## config.mk

```make
export PLATFORM = sky130hd
export DESIGN_NAME = toe_cam_arbiter
export DESIGN_NICKNAME = d
export VERILOG_FILES = /design/src/rtl/toe_cam_pkg.sv /design/src/rtl/toe_cam_tag_fifo.sv /design/src/rtl/toe_cam_arbiter.sv
export SDC_FILE = /design/constraint.sdc
export NUM_CORES = 1
export LEC_CHECK = 0
export CELL_PAD_IN_SITES_DETAIL_PLACEMENT = 0
export CELL_PAD_IN_SITES_GLOBAL_PLACEMENT = 1
export CORE_AREA = 2 2 340 342
export DETAILED_ROUTE_END_ITERATION = 6
export DIE_AREA = 0 0 342 344
export GPL_TIMING_DRIVEN = 0
export PLACE_DENSITY_LB_ADDON = 0.15
export SLEW_MARGIN = 25
export SYNTH_ARGS = -nofsm -noshare
export SYNTH_HDL_FRONTEND = slang
export SYNTH_SLANG_ARGS = --single-unit
```

## constraint.sdc

```tcl
create_clock -name Clk -period 20.6 [get_ports Clk]
set_input_delay 4.12 -clock Clk [delete_from_list [all_inputs] [get_ports Clk]]
set_output_delay 4.12 -clock Clk [all_outputs]
set_load 0.1 [all_outputs]
```

## src/rtl/toe_cam_pkg.sv

```systemverilog
// rtl/toe_cam_pkg.sv - shared constants and arbitration helper for the ToeCam arbiter
package toe_cam_pkg;
   localparam int K = 96;
   localparam int V = 14;

   localparam logic SRC_RX  = 1'b0;
   localparam logic SRC_TX  = 1'b1;
   localparam logic SRC_INS = 1'b0;
   localparam logic SRC_DEL = 1'b1;

   localparam logic OP_INSERT = 1'b0;
   localparam logic OP_DELETE = 1'b1;

   // Two-way round-robin pick; prio names the client preferred when both request.
   function automatic logic [1:0] rr_pick(input logic [1:0] req, input logic prio);
      logic [1:0] g;
      g = 2'b00;
      if (req == 2'b01)
         g = 2'b01;
      else if (req == 2'b10)
         g = 2'b10;
      else if (req == 2'b11)
         g = prio ? 2'b10 : 2'b01;
      return g;
   endfunction
endpackage

```

## src/rtl/toe_cam_tag_fifo.sv

```systemverilog
// rtl/toe_cam_tag_fifo.sv - in-order source tag FIFO for outstanding CAM lookups
module toe_cam_tag_fifo #(
   parameter int DEPTH = 8
) (
   input  logic                     clk,
   input  logic                     rst,
   input  logic                     push,
   input  logic                     push_data,
   input  logic                     pop,
   output logic                     pop_data,
   output logic                     empty,
   output logic                     full,
   output logic [$clog2(DEPTH):0]   count
);
   localparam int AW = $clog2(DEPTH);

   logic [DEPTH-1:0] mem_q, mem_d;
   logic [AW-1:0]    wr_ptr_q, wr_ptr_d;
   logic [AW-1:0]    rd_ptr_q, rd_ptr_d;
   logic [AW:0]      count_q, count_d;
   logic             do_push, do_pop;

   always_comb begin
      do_push  = push && !full;
      do_pop   = pop && !empty;
      mem_d    = mem_q;
      wr_ptr_d = wr_ptr_q;
      rd_ptr_d = rd_ptr_q;
      count_d  = count_q;
      if (do_push) begin
         mem_d[wr_ptr_q] = push_data;
         wr_ptr_d        = wr_ptr_q + AW'(1);
      end
      if (do_pop)
         rd_ptr_d = rd_ptr_q + AW'(1);
      case ({do_push, do_pop})
         2'b10:   count_d = count_q + (AW+1)'(1);
         2'b01:   count_d = count_q - (AW+1)'(1);
         default: count_d = count_q;
      endcase
   end

   always_ff @(posedge clk or posedge rst) begin
      if (rst) begin
         mem_q    <= '0;
         wr_ptr_q <= '0;
         rd_ptr_q <= '0;
         count_q  <= '0;
      end else begin
         mem_q    <= mem_d;
         wr_ptr_q <= wr_ptr_d;
         rd_ptr_q <= rd_ptr_d;
         count_q  <= count_d;
      end
   end

   // DEPTH is a power of two, so the count MSB alone marks full.
   assign full     = count_q[AW];
   assign empty    = (count_q == '0);
   assign count    = count_q;
   assign pop_data = mem_q[rd_ptr_q];
endmodule

```

## src/rtl/toe_cam_arbiter.sv

```systemverilog
// rtl/toe_cam_arbiter.sv - round-robin sharing of the ToeCam lookup and update ports
module toe_cam_arbiter
   import toe_cam_pkg::*;
#(
   parameter int DEPTH = 8
) (
   input  logic                     Clk,
   input  logic                     Rst,
   input  logic                     CamInitDone,
   input  logic [1:0]               LkpReqValid,
   input  logic [2*K-1:0]           LkpReqKey,
   output logic [1:0]               LkpReqReady,
   output logic                     LookupReqValid,
   output logic [K-1:0]             LookupReqKey,
   input  logic                     LookupRespValid,
   input  logic                     LookupRespHit,
   input  logic [K-1:0]             LookupRespKey,
   input  logic [V-1:0]             LookupRespValue,
   output logic [1:0]               LkpRespValid,
   output logic                     LkpRespHit,
   output logic [K-1:0]             LkpRespKey,
   output logic [V-1:0]             LkpRespValue,
   input  logic [1:0]               UpdReqValid,
   input  logic [1:0]               UpdReqOp,
   input  logic [2*K-1:0]           UpdReqKey,
   input  logic [1:0]               UpdReqStatic,
   input  logic [2*V-1:0]           UpdReqValue,
   output logic [1:0]               UpdReqReady,
   input  logic                     UpdateReady,
   output logic                     UpdateValid,
   output logic                     UpdateOp,
   output logic [K-1:0]             UpdateKey,
   output logic                     UpdateStatic,
   output logic [V-1:0]             UpdateValue,
   output logic [$clog2(DEPTH):0]   Outstanding,
   output logic                     ProtoErr
);
   localparam int AW = $clog2(DEPTH);

   logic [1:0]   lkp_gnt, upd_gnt;
   logic         tag_push, tag_pop, tag_out, tag_empty, tag_full;
   logic [AW:0]  tag_count;

   logic         lkp_prio_q, lkp_prio_d;
   logic         upd_prio_q, upd_prio_d;
   logic         req_valid_q, req_valid_d;
   logic [K-1:0] req_key_q, req_key_d;
   logic [1:0]   resp_valid_q, resp_valid_d;
   logic         resp_hit_q, resp_hit_d;
   logic [K-1:0] resp_key_q, resp_key_d;
   logic [V-1:0] resp_value_q, resp_value_d;
   logic         proto_err_q, proto_err_d;
   logic         slot_full_q, slot_full_d;
   logic         slot_op_q, slot_op_d;
   logic [K-1:0] slot_key_q, slot_key_d;
   logic         slot_static_q, slot_static_d;
   logic [V-1:0] slot_value_q, slot_value_d;

   toe_cam_tag_fifo #(.DEPTH(DEPTH)) u_tag_fifo (
      .clk       (Clk),
      .rst       (Rst),
      .push      (tag_push),
      .push_data (lkp_gnt[1]),
      .pop       (tag_pop),
      .pop_data  (tag_out),
      .empty     (tag_empty),
      .full      (tag_full),
      .count     (tag_count)
   );

   always_comb begin
      lkp_gnt  = (CamInitDone && !tag_full) ? rr_pick(LkpReqValid, lkp_prio_q) : 2'b00;
      tag_push = |lkp_gnt;
      tag_pop  = LookupRespValid && !tag_empty;

      lkp_prio_d  = lkp_prio_q;
      req_valid_d = |lkp_gnt;
      req_key_d   = req_key_q;
      if (lkp_gnt[1]) begin
         req_key_d  = LkpReqKey[K +: K];
         lkp_prio_d = 1'b0;
      end else if (lkp_gnt[0]) begin
         req_key_d  = LkpReqKey[0 +: K];
         lkp_prio_d = 1'b1;
      end

      resp_valid_d = 2'b00;
      resp_hit_d   = resp_hit_q;
      resp_key_d   = resp_key_q;
      resp_value_d = resp_value_q;
      if (tag_pop) begin
         resp_valid_d = (tag_out == SRC_TX) ? 2'b10 : 2'b01;
         resp_hit_d   = LookupRespHit;
         resp_key_d   = LookupRespKey;
         resp_value_d = LookupRespValue;
      end
      // A response with nothing outstanding means the CAM and arbiter disagree.
      proto_err_d = proto_err_q || (LookupRespValid && tag_empty);
   end

   always_comb begin
      upd_gnt       = (CamInitDone && !slot_full_q) ? rr_pick(UpdReqValid, upd_prio_q) : 2'b00;
      upd_prio_d    = upd_prio_q;
      slot_full_d   = slot_full_q;
      slot_op_d     = slot_op_q;
      slot_key_d    = slot_key_q;
      slot_static_d = slot_static_q;
      slot_value_d  = slot_value_q;
      if (slot_full_q && UpdateReady) begin
         slot_full_d = 1'b0;
      end else if (|upd_gnt) begin
         slot_full_d   = 1'b1;
         upd_prio_d    = upd_gnt[0];
         slot_op_d     = upd_gnt[1] ? UpdReqOp[1] : UpdReqOp[0];
         slot_key_d    = upd_gnt[1] ? UpdReqKey[K +: K] : UpdReqKey[0 +: K];
         slot_static_d = upd_gnt[1] ? UpdReqStatic[1] : UpdReqStatic[0];
         slot_value_d  = upd_gnt[1] ? UpdReqValue[V +: V] : UpdReqValue[0 +: V];
      end
   end

   always_ff @(posedge Clk or posedge Rst) begin
      if (Rst) begin
         lkp_prio_q    <= 1'b0;
         upd_prio_q    <= 1'b0;
         req_valid_q   <= 1'b0;
         req_key_q     <= '0;
         resp_valid_q  <= 2'b00;
         resp_hit_q    <= 1'b0;
         resp_key_q    <= '0;
         resp_value_q  <= '0;
         proto_err_q   <= 1'b0;
         slot_full_q   <= 1'b0;
         slot_op_q     <= 1'b0;
         slot_key_q    <= '0;
         slot_static_q <= 1'b0;
         slot_value_q  <= '0;
      end else begin
         lkp_prio_q    <= lkp_prio_d;
         upd_prio_q    <= upd_prio_d;
         req_valid_q   <= req_valid_d;
         req_key_q     <= req_key_d;
         resp_valid_q  <= resp_valid_d;
         resp_hit_q    <= resp_hit_d;
         resp_key_q    <= resp_key_d;
         resp_value_q  <= resp_value_d;
         proto_err_q   <= proto_err_d;
         slot_full_q   <= slot_full_d;
         slot_op_q     <= slot_op_d;
         slot_key_q    <= slot_key_d;
         slot_static_q <= slot_static_d;
         slot_value_q  <= slot_value_d;
      end
   end

   assign LkpReqReady    = lkp_gnt;
   assign LookupReqValid = req_valid_q;
   assign LookupReqKey   = req_key_q;
   assign LkpRespValid   = resp_valid_q;
   assign LkpRespHit     = resp_hit_q;
   assign LkpRespKey     = resp_key_q;
   assign LkpRespValue   = resp_value_q;
   assign UpdReqReady    = upd_gnt;
   assign UpdateValid    = slot_full_q;
   assign UpdateOp       = slot_op_q;
   assign UpdateKey      = slot_key_q;
   assign UpdateStatic   = slot_static_q;
   assign UpdateValue    = slot_value_q;
   assign Outstanding    = tag_count;
   assign ProtoErr       = proto_err_q;
endmodule

```

==> results of run 1 <==
## worst reg2reg max path, stage by stage (launching register included)
cell	delay, ns
sky130_fd_sc_hd__dfrtp_1	0.51
sky130_fd_sc_hd__nor2b_2	0.22
sky130_fd_sc_hd__o21a_1	0.14
sky130_fd_sc_hd__buf_4	0.23
sky130_fd_sc_hd__inv_2	0.19
sky130_fd_sc_hd__buf_2	0.26
sky130_fd_sc_hd__ha_1	0.28
sky130_fd_sc_hd__xor2_1	0.16
sky130_fd_sc_hd__ha_1	0.18
sky130_fd_sc_hd__a21oi_1	0.15
sky130_fd_sc_hd__xor2_1	0.17
sky130_fd_sc_hd__nor2_1	0.07
sky130_fd_sc_hd__xor2_1	0.14
## cells in the mapped netlist
cell,n
sky130_fd_sc_hd__nand2_1,557
sky130_fd_sc_hd__a21oi_1,418
sky130_fd_sc_hd__dfrtp_1,344
sky130_fd_sc_hd__nor2_1,209
sky130_fd_sc_hd__buf_2,51
sky130_fd_sc_hd__clkbuf_1,38
sky130_fd_sc_hd__buf_4,17
sky130_fd_sc_hd__o21ai_0,8
sky130_fd_sc_hd__o31ai_1,8
sky130_fd_sc_hd__buf_1,7
sky130_fd_sc_hd__buf_6,6
sky130_fd_sc_hd__ha_1,5
sky130_fd_sc_hd__inv_1,5
sky130_fd_sc_hd__nand2b_1,5
sky130_fd_sc_hd__xnor2_1,5
sky130_fd_sc_hd__xor2_1,5
sky130_fd_sc_hd__inv_2,4
sky130_fd_sc_hd__a31oi_1,3
sky130_fd_sc_hd__a21o_1,2
sky130_fd_sc_hd__mux2_2,2
sky130_fd_sc_hd__mux2i_1,2
sky130_fd_sc_hd__nand3_1,2
sky130_fd_sc_hd__nand3_2,2
sky130_fd_sc_hd__nor2b_1,2
sky130_fd_sc_hd__nor2b_2,2
sky130_fd_sc_hd__o21a_1,2
sky130_fd_sc_hd__o41ai_1,2
sky130_fd_sc_hd__a2111oi_0,1
sky130_fd_sc_hd__and4_1,1
sky130_fd_sc_hd__nand4b_1,1
sky130_fd_sc_hd__nor3_1,1
sky130_fd_sc_hd__nor4_2,1
sky130_fd_sc_hd__o21ai_1,1
sky130_fd_sc_hd__or3_1,1
## cells by family (layout without fill, tap and decap cells)
| family | Yosys count | after routing | share of synthesized area, % |
|---|---|---|---|
| buffers and inverters | 128 | 1090 | 4.43 |
| multiplexers | 4 | 4 | 0.289 |
| XOR/XNOR | 10 | 10 | 0.594 |
| AO/OA/AOI/OAI | 445 | 445 | 15.4 |
| adder cells (fa/ha/maj) | 5 | 5 | 0.425 |
| flip-flops | 344 | 344 | 58.4 |
| AND/OR/NAND/NOR | 784 | 784 | 20.4 |
| other | 0 | 13 | 0 |
## cells in the final DEF (no fill, tap or decap), types with 2 or more instances in the layout
cell type / n
sky130_fd_sc_hd__o41ai_1: 2
sky130_fd_sc_hd__inv_1: 4
sky130_fd_sc_hd__o21ai_0: 8
sky130_fd_sc_hd__a31oi_1: 3
sky130_fd_sc_hd__dfrtp_1: 344
sky130_fd_sc_hd__mux2_2: 2
sky130_fd_sc_hd__bufinv_16: 3
sky130_fd_sc_hd__nand2_1: 557
sky130_fd_sc_hd__clkinv_2: 5
sky130_fd_sc_hd__diode_2: 13
sky130_fd_sc_hd__clkbuf_16: 51
sky130_fd_sc_hd__buf_4: 17
sky130_fd_sc_hd__nor2_1: 209
sky130_fd_sc_hd__buf_16: 4
sky130_fd_sc_hd__nor2b_2: 2
sky130_fd_sc_hd__nand2b_1: 5
sky130_fd_sc_hd__a21oi_1: 418
sky130_fd_sc_hd__xnor2_1: 5
sky130_fd_sc_hd__nand3_2: 2
sky130_fd_sc_hd__nand3_1: 2
sky130_fd_sc_hd__o21a_1: 2
sky130_fd_sc_hd__o31ai_1: 8
sky130_fd_sc_hd__clkbuf_8: 13
sky130_fd_sc_hd__nor2b_1: 2
sky130_fd_sc_hd__clkdlybuf4s50_1: 846
sky130_fd_sc_hd__buf_1: 7
sky130_fd_sc_hd__clkbuf_1: 55
sky130_fd_sc_hd__buf_6: 6
sky130_fd_sc_hd__ha_1: 5
sky130_fd_sc_hd__a21o_1: 2
sky130_fd_sc_hd__mux2i_1: 2
sky130_fd_sc_hd__inv_2: 4
sky130_fd_sc_hd__xor2_1: 5
sky130_fd_sc_hd__buf_2: 72
## metal layers
metal	routed length [um]	vias to the layer above	global-route usage, %
met4	2330	12	4.79
li1	-	7475	-
met2	43800	536	24.8
met1	34100	7553	16.1
met5	78	-	0
met3	7330	114	5.21
## cell type report
| type | count | area (sq um) | area share, % |
|---|---|---|---|
| Antenna cell | 13 | 32.5 | 0.120 |
| Buffer | 119 | 619 | 2.29 |
| Clock buffer | 81 | 1520 | 5.63 |
| Clock inverter | 10 | 131 | 0.487 |
| Inverter | 9 | 41.3 | 0.153 |
| Multi-Input combinational cell | 1248 | 5470 | 20.3 |
| Sequential cell | 344 | 8610 | 31.9 |
| Tap cell | 1512 | 1890 | 7.01 |
| Timing Repair Buffer | 871 | 8680 | 32.2 |
## per-stage QoR
step | util (%) | instances | hold slack [ns]
global route | 23.7 | 4206 | 0.486
finish | 23.7 | 4207 | 0.466
global placement | 22.2 | 4099 | 0.459
CTS | 23.7 | 4194 | 0.469
detailed placement | 22.2 | 4103 | 0.445
floorplan | - | 1720 | 0.460
## sequential cells by signal, summed over array words and instances (netlist names)
name and cells:
LkpRespValid 2, ProtoErr 1, u_tag_fifo.wr_ptr_q 3, u_tag_fifo.rd_ptr_q 3, lkp_prio_q 1, upd_prio_q 1, u_tag_fifo.count 4, UpdateStatic 1
u_tag_fifo.mem_q 8, LkpRespHit 1, LookupReqKey 96, UpdateValue 14, UpdateKey 96, UpdateValid 1, LkpRespKey 96, LookupReqValid 1
UpdateOp 1, LkpRespValue 14
## final timing paths
| check | start | end | slack, ns | depth (start not counted) |
|---|---|---|---|---|
| worst max register to register | u_tag_fifo.count[3] | u_tag_fifo.count[2] | 17.78 | 12 |
| worst max-delay path | CamInitDone | LkpReqReady[1] | 9.28 | 7 |
| max in group asynchronous | Rst | UpdateKey[80] | 15.35 | 4 |
| min in group asynchronous | Rst | LookupReqKey[52] | 3.91 | 2 |
| worst min register to register | ProtoErr | ProtoErr | 0.47 | 1 |
| worst min-delay path | ProtoErr | ProtoErr | 0.47 | 1 |
## report_power, final
group | internal [mW] | leakage [nW] | switching, mW
registers | 0.900 | 3.95 | 0.140
logic | 0.596 | 6.96 | 2.06
clock network | 0.537 | 0.809 | 0.355
total | 2.03 | 11.7 | 2.56
==> impl_metrics.sql, run 1 <==
INSERT INTO impl_metrics (metric_group, metric, value, unit) VALUES
('critical_path', 'crit_slowest_cell', 'sky130_fd_sc_hd__clkdlybuf4s50_1', ''),
('power', 'totalPowerFinal', '4.59', 'mW'),
('routing', 'postRouteAntennaNets', '0', ''),
('critical_path', 'crit_required', '16.48', 'ns'),
('clocking', 'maximum_count_of_clock_buffers_along_a_single_path', '3', ''),
('timing', 'report.final.slew_viol_count', '0', ''),
('power', 'static-leakage-power', '11.7', 'nW'),
('synthesis', 'syn_area', '14700', 'sq um'),
('routing', 'via_per_inst', '3.73', ''),
('placed_design', 'placement.setup.worst_slack', '9.02', 'ns'),
('routing', 'routed_wl', '87.7', 'mm'),
('placed_design', 'routabilityCongestion', '0.883', ''),
('synthesis', 'synthDominantCellAreaShare', '58.4', '%'),
('floorplan', 'fp.dieArea', '118000', 'sq um'),
('critical_path', 'critical-path-top-delay-family', 'buffers and inverters', ''),
('timing', 'worst_pin_slew', '1.12', 'ns'),
('timing', 'finalHoldViolations', '0', ''),
('timing', 'timing.final.crit_share', '54.9', '%'),
('critical_path', 'critical-path-top-cell-by-count', 'sky130_fd_sc_hd__clkdlybuf4s50_1', ''),
('routing', 'detailedRoute.firstIterationViolations', '637', ''),
('outcome', 'run_status', 'complete, no violations', ''),
('placed_design', 'buffer_ports.inserted', '867', ''),
('critical_path', 'cp.arrival', '7.20', 'ns'),
('synthesis', 'ys_warn_count', '0', ''),
('grt', 'grt_start_max_net_pins', '87', ''),
('timing', 'final-setup-viol-count', '0', ''),
('floorplan', 'die_h', '344', 'um'),
('min_path', 'min-delay-path-class', 'flip-flop to flip-flop', ''),
('routing', 'num_vias', '15690', ''),
('final_layout', 'areaGrowthSynthToFinish', '83.2', '%'),
('final_layout', 'final_nets', '3183', ''),
('synthesis', 'total_nets_after_synthesis', '2261', ''),
('clocking', 'cts_num_sinks', '344', ''),
('clocking', 'clkSlewWorstSetupHoldPaths', '0.06', 'ns'),
('timing', 'unrepaired_setup_endpoints_after_global_routing', 'no', ''),
('timing', 'timing.clock.skew', '0.0270', 'ns'),
('final_layout', 'fillCellCount', '12454', ''),
('clocking', 'post_cts.resized_instances', '0', ''),
('routing', 'drc', '0', ''),
('clocking', 'clock_tree_from_tritoncts', 'done', ''),
('critical_path', 'startpoint_type', 'primary input', ''),
('grt', 'antenna_violations_before_repair', '21', ''),
('synthesis', 'synth_cells', '1720', ''),
('grt', 'grt-ovfl-total', '0', ''),
('critical_path', 'critical_path.endpoint_type', 'output pin', ''),
('power', 'vdd_drop_max', '0.0717', 'mV'),
('floorplan', 'initial_core_util', '12.9', '%'),
('routing', 'routedWlPerCell', '20.8', 'um'),
('floorplan', 'core_region_area', '114000', 'sq um'),
('clocking', 'cts-buffers-inserted', '49', ''),
('clocking', 'post_cts.repair.setup_buffers', '0', ''),
('timing', 'max_slew_margin', '25.2', '%'),
('critical_path', 'crit_path_max_fanout', '10', ''),
('synthesis', 'synth.ff_latch_count', '344', ''),
('critical_path', 'worstSetupPathType', 'primary input to output pin', ''),
('final_layout', 'final_instance_area', '27000', 'sq um'),
('synthesis', 'netlist_top_cells_area', 'sky130_fd_sc_hd__dfrtp_1 (58%), sky130_fd_sc_hd__a21oi_1 (14%), sky130_fd_sc_hd__nand2_1 (14%)', ''),
('timing', 'achievable-frequency', '0.0884', 'GHz'),
('placed_design', 'hpwlAfterDp', '70.0', 'mm'),
('clocking', 'clk-insertion-delay-late', '0.62', 'ns'),
('final_layout', 'layout-drive-gt1-share', '6.90', '%'),
('synthesis', 'syn-mean-instance-area', '8.57', 'sq um'),
('synthesis', 'yosysUniqueCellTypes', '34', ''),
('grt', 'total_routing_usage_reported_by_global_routing', '14.2', '%'),
('synthesis', 'synth.yosys.seq_area_share', '58.4', '%'),
('clocking', 'hold_buffers', '0', ''),
('floorplan', 'die_w', '342', 'um'),
('critical_path', 'path_buf_inv', '5', ''),
('grt', 'via_count_of_the_first_global_routing_pass', '16671', ''),
('critical_path', 'timing.critical_path.cells', 'clkdlybuf4s50_1, nor2b_2, nand3_2, inv_2, buf_2, buf_4, clkdlybuf4s50_1', ''),
('placed_design', 'dpl-instance-area', '25300', 'sq um');
No activity file was read; power rests on OpenSTA's default activity.
==> run 2, diff against run 1 <==
CORE_AREA = 2 2 333 335   (was 2 2 340 342)
DIE_AREA = 0 0 335 337   (was 0 0 342 344)
clock period = 10.5 ns   (was 20.6 ns; I/O delays follow)
==> impl_metrics.sql, run 2 (synthesis gave the netlist of run 1 again) <==
INSERT INTO impl_metrics (metric_group, metric, value, unit) VALUES
('critical_path', 'rr_worst_depth', '12', ''),
('placed_design', 'routabilityCongestion', '0.826', ''),
('critical_path', 'startpoint_type', 'primary input', ''),
('timing', 'final-setup-viol-count', '0', ''),
('grt', 'grt-ovfl-total', '0', ''),
('clocking', 'clkSlewWorstSetupHoldPaths', '0.06', 'ns'),
('power', 'vdd_drop_max', '0.201', 'mV'),
('floorplan', 'die_h', '337', 'um'),
('timing', 'totalNegativeSetupSlack', '0', 'ns'),
('placed_design', 'hpwlAfterDp', '65.9', 'mm'),
('clocking', 'clock_tree_from_tritoncts', 'done', ''),
('clocking', 'hold_buffers', '0', ''),
('timing', 'timing.final.crit_share', '68.8', '%'),
('final_layout', 'layout_common_cells', 'sky130_fd_sc_hd__clkdlybuf4s50_1 (862), sky130_fd_sc_hd__nand2_1 (557), sky130_fd_sc_hd__a21oi_1 (418), sky130_fd_sc_hd__dfrtp_1 (344), sky130_fd_sc_hd__nor2_1 (209)', ''),
('critical_path', 'worstSetupPathType', 'primary input to output pin', ''),
('timing', 'worst_pin_slew', '1.10', 'ns'),
('final_layout', 'finalCoreUtilization', '24.7', '%'),
('grt', 'grt_pass1_wl', '117', 'mm'),
('floorplan', 'initial_core_util', '13.4', '%'),
('clocking', 'post_cts.repair.setup_buffers', '0', ''),
('routing', 'num_vias', '15748', ''),
('clocking', 'cts_root_buf', 'sky130_fd_sc_hd__clkbuf_16', ''),
('timing', 'timing.clock.skew', '0.0179', 'ns'),
('power', 'static-leakage-power', '11.8', 'nW'),
('clocking', 'post_cts.resized_instances', '0', ''),
('routing', 'via_per_inst', '3.82', ''),
('outcome', 'run_status', 'complete, no violations', ''),
('routing', 'routed_wl', '82.8', 'mm'),
('job', 'number_of_maximum_capacitance_constraint_violations', '0', ''),
('timing', 'finalHoldViolations', '0', ''),
('critical_path', 'timing.critical_path.cells', 'clkdlybuf4s50_1, nor2b_2, nand3_2, inv_2, buf_2, buf_4, clkdlybuf4s50_1', ''),
('critical_path', 'crit_slowest_cell', 'sky130_fd_sc_hd__clkdlybuf4s50_1', ''),
('grt', 'total_routing_usage_reported_by_global_routing', '14.0', '%'),
('critical_path', 'crit-reg2reg-launch', 'u_tag_fifo.count[3]', ''),
('clocking', 'clk-insertion-delay-late', '0.61', 'ns'),
('timing', 'unrepaired_setup_endpoints_after_global_routing', 'no', ''),
('final_layout', 'layout-drive-gt1-share', '6.54', '%'),
('critical_path', 'slowest_cell_delay_on_critical_path', '1.15', 'ns'),
('floorplan', 'top_level_ports', '868', ''),
('power', 'powerDensity', '330', 'nW/um^2'),
('min_path', 'worst_hold_path.endpoint', 'LkpRespValue[13]', ''),
('grt', 'antenna_violations_before_repair', '21', ''),
('timing', 'achievable-frequency', '0.138', 'GHz'),
('clocking', 'cts-htree-levels', '2', ''),
('min_path', 'holdCritStartpoint', 'LkpRespValue[13]', ''),
('min_path', 'min-delay-path-class', 'flip-flop to flip-flop', ''),
('timing', 'report.final.slew_viol_count', '0', ''),
('routing', 'drc', '0', ''),
('final_layout', 'areaGrowthSynthToFinish', '83.7', '%'),
('final_layout', 'mostFrequentLayoutCell', 'sky130_fd_sc_hd__clkdlybuf4s50_1', ''),
('clocking', 'cts_num_sinks', '344', ''),
('critical_path', 'worst_reg2reg_endpoint', 'u_tag_fifo.count[2]', ''),
('timing', 'max_slew_margin', '26.4', '%'),
('routing', 'detailedRoute.firstIterationViolations', '684', ''),
('min_path', 'hold_depth', '2', ''),
('placed_design', 'buffer_ports.inserted', '867', ''),
('floorplan', 'fp.dieArea', '113000', 'sq um'),
('routing', 'postRouteAntennaNets', '0', ''),
('power', 'totalPowerFinal', '8.93', 'mW'),
('clocking', 'cts-buffers-inserted', '50', ''),
('final_layout', 'final_nets', '3195', ''),
('floorplan', 'placementRows', '122', ''),
('grt', 'grt_start_max_net_pins', '30', ''),
('critical_path', 'cp.arrival', '5.12', 'ns'),
('clocking', 'maximum_count_of_clock_buffers_along_a_single_path', '3', ''),
('critical_path', 'reg2reg_setup_slack', '7.48', 'ns'),
('routing', 'routedWlPerCell', '20.1', 'um'),
('grt', 'via_count_of_the_first_global_routing_pass', '16559', ''),
('critical_path', 'critical-path-top-cell-by-count', 'sky130_fd_sc_hd__clkdlybuf4s50_1', ''),
('routing', 'firstDrtPassIters', '5', ''),
('floorplan', 'core_region_area', '110000', 'sq um'),
('critical_path', 'crit_path_max_fanout', '10', ''),
('critical_path', 'crit_required', '8.40', 'ns'),
('critical_path', 'critical_path.endpoint_type', 'output pin', ''),
('floorplan', 'die_w', '335', 'um'),
('timing', 'post-route-min-period', '7.22', 'ns');
==> run 2: cell count changes in the layout (fill, tap and decap cells not counted), moves of 2 or more <==
cell,delta
sky130_fd_sc_hd__clkbuf_1,+2
sky130_fd_sc_hd__buf_16,-3
sky130_fd_sc_hd__buf_12,+13
sky130_fd_sc_hd__clkdlybuf4s50_1,+16
sky130_fd_sc_hd__clkinv_2,-3
sky130_fd_sc_hd__buf_2,-16
sky130_fd_sc_hd__clkinvlp_4,+2
sky130_fd_sc_hd__diode_2,-3
sky130_fd_sc_hd__bufinv_16,-3
==> run 2: critical path, delay by kind of cell <==
| family | cells | cell delay, ns |
|---|---|---|
| and+or+nand+nor | 2 | 0.52 |
| buffers and inverters | 5 | 2.49 |
==> run 2: power by group <==
group | leakage, nW | switching [mW] | total, mW | internal, mW
logic | 7.05 | 4.03 | 5.22 | 1.19
clock network | 0.764 | 0.677 | 1.66 | 0.988
registers | 3.95 | 0.277 | 2.04 | 1.77
==> run 2: layout make-up <==
| class | count | area [sq um] |
|---|---|---|
| Tap cell | 1426 | 1780 |
| Clock buffer | 84 | 1540 |
| Antenna cell | 10 | 25.0 |
| Fill cell | 12026 | 82500 |
| Timing Repair Buffer | 882 | 8950 |
| Sequential cell | 344 | 8610 |
| Clock inverter | 5 | 33.8 |
| Multi-Input combinational cell | 1248 | 5470 |
| Buffer | 119 | 619 |
| Inverter | 9 | 37.5 |
==> run 2: routing by layer <==
| metal | up-vias | part of all wire, % | global-route usage (%) |
|---|---|---|---|
| met5 | - | 0.16 | 0 |
| met4 | 22 | 2.3 | 4.02 |
| met3 | 116 | 9.3 | 5.87 |
| met2 | 571 | 50 | 24.6 |
| met1 | 7549 | 38 | 15.5 |
| li1 | 7490 | - | - |
==> run 2: metrics by stage <==
step	cells	hold slack (ns)	setup WS [ns]	cell area [sq um]
after floorplan	1720	0.460	3.80	14700
after global placement	4013	0.448	0.108	25200
after detailed placement	4027	0.460	3.15	25500
after CTS	4116	0.476	3.14	27000
after global routing	4126	0.495	3.13	27100
final	4127	0.471	3.28	27100
==> run 2: worst max path at each step <==
stage                     cells past startpoint         from  slack (ns)             end
after global routing                          7  CamInitDone        3.13  LkpReqReady[1]
after detailed placement                      7  CamInitDone        3.15  LkpReqReady[1]
after floorplan                               1          Rst        3.80      LkpRespHit
after global placement                        2          Rst        0.11  UpdateValue[0]
after CTS                                     7  CamInitDone        3.14  LkpReqReady[1]
final                                         7  CamInitDone        3.28  LkpReqReady[1]
==> run 3, diff against run 2 <==
CORE_AREA = 2 2 336 338   (was 2 2 333 335)
DIE_AREA = 0 0 338 340   (was 0 0 335 337)
clock period = 6.6 ns   (was 10.5 ns; I/O delays follow)
==> impl_metrics.sql, run 3 (synthesis gave the netlist of run 1 again) <==
INSERT INTO impl_metrics (metric_group, metric, value, unit) VALUES
('clocking', 'cts-buffers-inserted', '49', ''),
('clocking', 'clk-insertion-delay-late', '0.62', 'ns'),
('grt', 'grt_util_met2', '25.3', '%'),
('grt', 'antenna_violations_before_repair', '20', ''),
('critical_path', 'crit_path_max_fanout', '10', ''),
('routing', 'num_vias', '15788', ''),
('min_path', 'min-delay-path-class', 'flip-flop to flip-flop', ''),
('clocking', 'maximum_count_of_clock_buffers_along_a_single_path', '3', ''),
('grt', 'grt_pass1_wl', '122', 'mm'),
('critical_path', 'path_buf_inv', '5', ''),
('timing', 'max_slew_margin', '24.8', '%'),
('critical_path', 'critical_path.endpoint_type', 'output pin', ''),
('floorplan', 'placementRows', '123', ''),
('outcome', 'run_status', 'complete, no violations', ''),
('critical_path', 'rr_worst_depth', '12', ''),
('critical_path', 'worst-path-stages', '7', ''),
('floorplan', 'core_region_area', '112000', 'sq um'),
('power', 'powerDensity', '525', 'nW/um^2'),
('timing', 'unrepaired_setup_endpoints_after_global_routing', 'no', ''),
('critical_path', 'crit_slowest_cell', 'sky130_fd_sc_hd__clkdlybuf4s50_1', ''),
('power', 'static-leakage-power', '11.8', 'nW'),
('placed_design', 'routabilityCongestion', '0.831', ''),
('final_layout', 'layout_common_cells', 'sky130_fd_sc_hd__clkdlybuf4s50_1 (849), sky130_fd_sc_hd__nand2_1 (557), sky130_fd_sc_hd__a21oi_1 (418), sky130_fd_sc_hd__dfrtp_1 (344), sky130_fd_sc_hd__nor2_1 (209)', ''),
('routing', 'drc', '0', ''),
('floorplan', 'die_w', '338', 'um'),
('job', 'number_of_maximum_capacitance_constraint_violations', '0', ''),
('floorplan', 'fp.dieArea', '115000', 'sq um'),
('clocking', 'cts_num_sinks', '344', ''),
('critical_path', 'timing.critical_path.cells', 'clkdlybuf4s50_1, nor2b_2, nand3_2, inv_2, buf_2, buf_4, clkdlybuf4s50_1', ''),
('grt', 'grt_use_met3', '5.65', '%'),
('power', 'vdd_drop_max', '0.347', 'mV'),
('final_layout', 'layout-drive-gt1-share', '7.07', '%'),
('placed_design', 'hpwlAfterDp', '69.9', 'mm'),
('clocking', 'clock_tree_from_tritoncts', 'done', ''),
('floorplan', 'initial_core_util', '13.2', '%'),
('floorplan', 'die_h', '340', 'um'),
('critical_path', 'cp.arrival', '4.57', 'ns'),
('routing', 'routedWlPerCell', '20.6', 'um'),
('grt', 'grt_start_max_net_pins', '29', ''),
('clocking', 'hold_buffers', '0', ''),
('timing', 'achievable-frequency', '0.170', 'GHz'),
('clocking', 'clkSlewWorstSetupHoldPaths', '0.05', 'ns'),
('min_path', 'hold_depth', '1', ''),
('timing', 'report.final.slew_viol_count', '0', ''),
('timing', 'timing.final.crit_share', '89.2', '%'),
('grt', 'gr-usage-met1', '16.3', '%'),
('grt', 'grt_busiest_layer', 'met2', ''),
('critical_path', 'critical-path-top-cell-by-count', 'sky130_fd_sc_hd__clkdlybuf4s50_1', ''),
('grt', 'grt-ovfl-total', '0', ''),
('routing', 'via_per_inst', '3.76', ''),
('grt', 'via_count_of_the_first_global_routing_pass', '16928', ''),
('critical_path', 'worstSetupPathType', 'primary input to output pin', ''),
('critical_path', 'startpoint_type', 'primary input', ''),
('final_layout', 'areaGrowthSynthToFinish', '84.5', '%'),
('clocking', 'cts_root_buf', 'sky130_fd_sc_hd__clkbuf_16', ''),
('timing', 'worst_pin_slew', '1.12', 'ns'),
('placed_design', 'buffer_ports.inserted', '867', ''),
('critical_path', 'crit_required', '5.28', 'ns'),
('placed_design', 'dpl-instance-area', '25500', 'sq um'),
('routing', 'firstDrtPassIters', '5', ''),
('floorplan', 'top_level_ports', '868', ''),
('timing', 'hold_slack', '0.458', 'ns'),
('critical_path', 'slowest_cell_delay_on_critical_path', '1.13', 'ns'),
('clocking', 'cts-htree-levels', '2', ''),
('routing', 'routed_wl', '86.3', 'mm'),
('final_layout', 'mostFrequentLayoutCell', 'sky130_fd_sc_hd__clkdlybuf4s50_1', ''),
('timing', 'finalHoldViolations', '0', ''),
('final_layout', 'final_instance_area', '27200', 'sq um'),
('routing', 'detailedRoute.firstIterationViolations', '652', ''),
('clocking', 'post_cts.repair.setup_buffers', '0', ''),
('grt', 'total_routing_usage_reported_by_global_routing', '14.6', '%'),
('routing', 'postRouteAntennaNets', '0', ''),
('timing', 'post-route-min-period', '5.89', 'ns'),
('timing', 'timing.clock.skew', '0.0126', 'ns'),
('clocking', 'post_cts.resized_instances', '0', ''),
('critical_path', 'critical-path-top-delay-family', 'buffers and inverters', ''),
('timing', 'final-setup-viol-count', '0', ''),
('final_layout', 'final_nets', '3194', '');
## run 3: area by class of cell
cell class	count	area (sq um)
plain buffers	119	619
well taps	1500	1880
fillers	12147	84400
multi-input cells	1248	5470
repair buffers	882	8920
inverters	9	37.5
diodes	9	22.5
clock buffers	76	1460
flip-flops and latches	344	8610
clock inverters	9	171
## run 3: path summary, 6_finish.rpt
path                                          start                   to  slack (ns)
worst max-delay path                    CamInitDone       LkpReqReady[1]        0.71
worst min-delay path                       ProtoErr             ProtoErr        0.46
worst max register to register  u_tag_fifo.count[3]  u_tag_fifo.count[2]        3.79
worst min register to register             ProtoErr             ProtoErr        0.46
max in group asynchronous                       Rst        UpdateKey[17]        3.51
min in group asynchronous                       Rst       LkpRespKey[60]        1.09
## run 3: power by group
part           internal, mW  leakage, nW  switching (mW)
Sequential             2.81         3.95           0.431
Combinational          1.88         7.06            6.43
Clock                  1.63        0.796            1.10
Total                  6.32         11.8            7.96
## run 3: through the flow
| step | util [%] | instances | setup WS (ns) | power (mW) | TNS, ns |
|---|---|---|---|---|---|
| 6_report | 24.4 | 4196 | 0.714 | 14.3 | 0 |
| 5_1_grt | 24.4 | 4193 | 0.438 | 14.9 | 0 |
| 4_1_cts | 24.3 | 4187 | 0.406 | 14.5 | 0 |
| 3_5_place_dp | 22.9 | 4102 | 0.410 | 11.7 | 0 |
| 3_3_place_gp | 22.7 | 4087 | -3.00 | 11.7 | -996.40 |
| 2_1_floorplan | - | 1720 | 0.678 | 9.18 | 0 |
## run 3: per-layer routing
| layer | wire length (um) | up-vias |
|---|---|---|
| met4 | 2220 | 20 |
| met2 | 43000 | 596 |
| met5 | 134 | - |
| met1 | 32700 | 7585 |
| li1 | - | 7477 |
| met3 | 8230 | 110 |
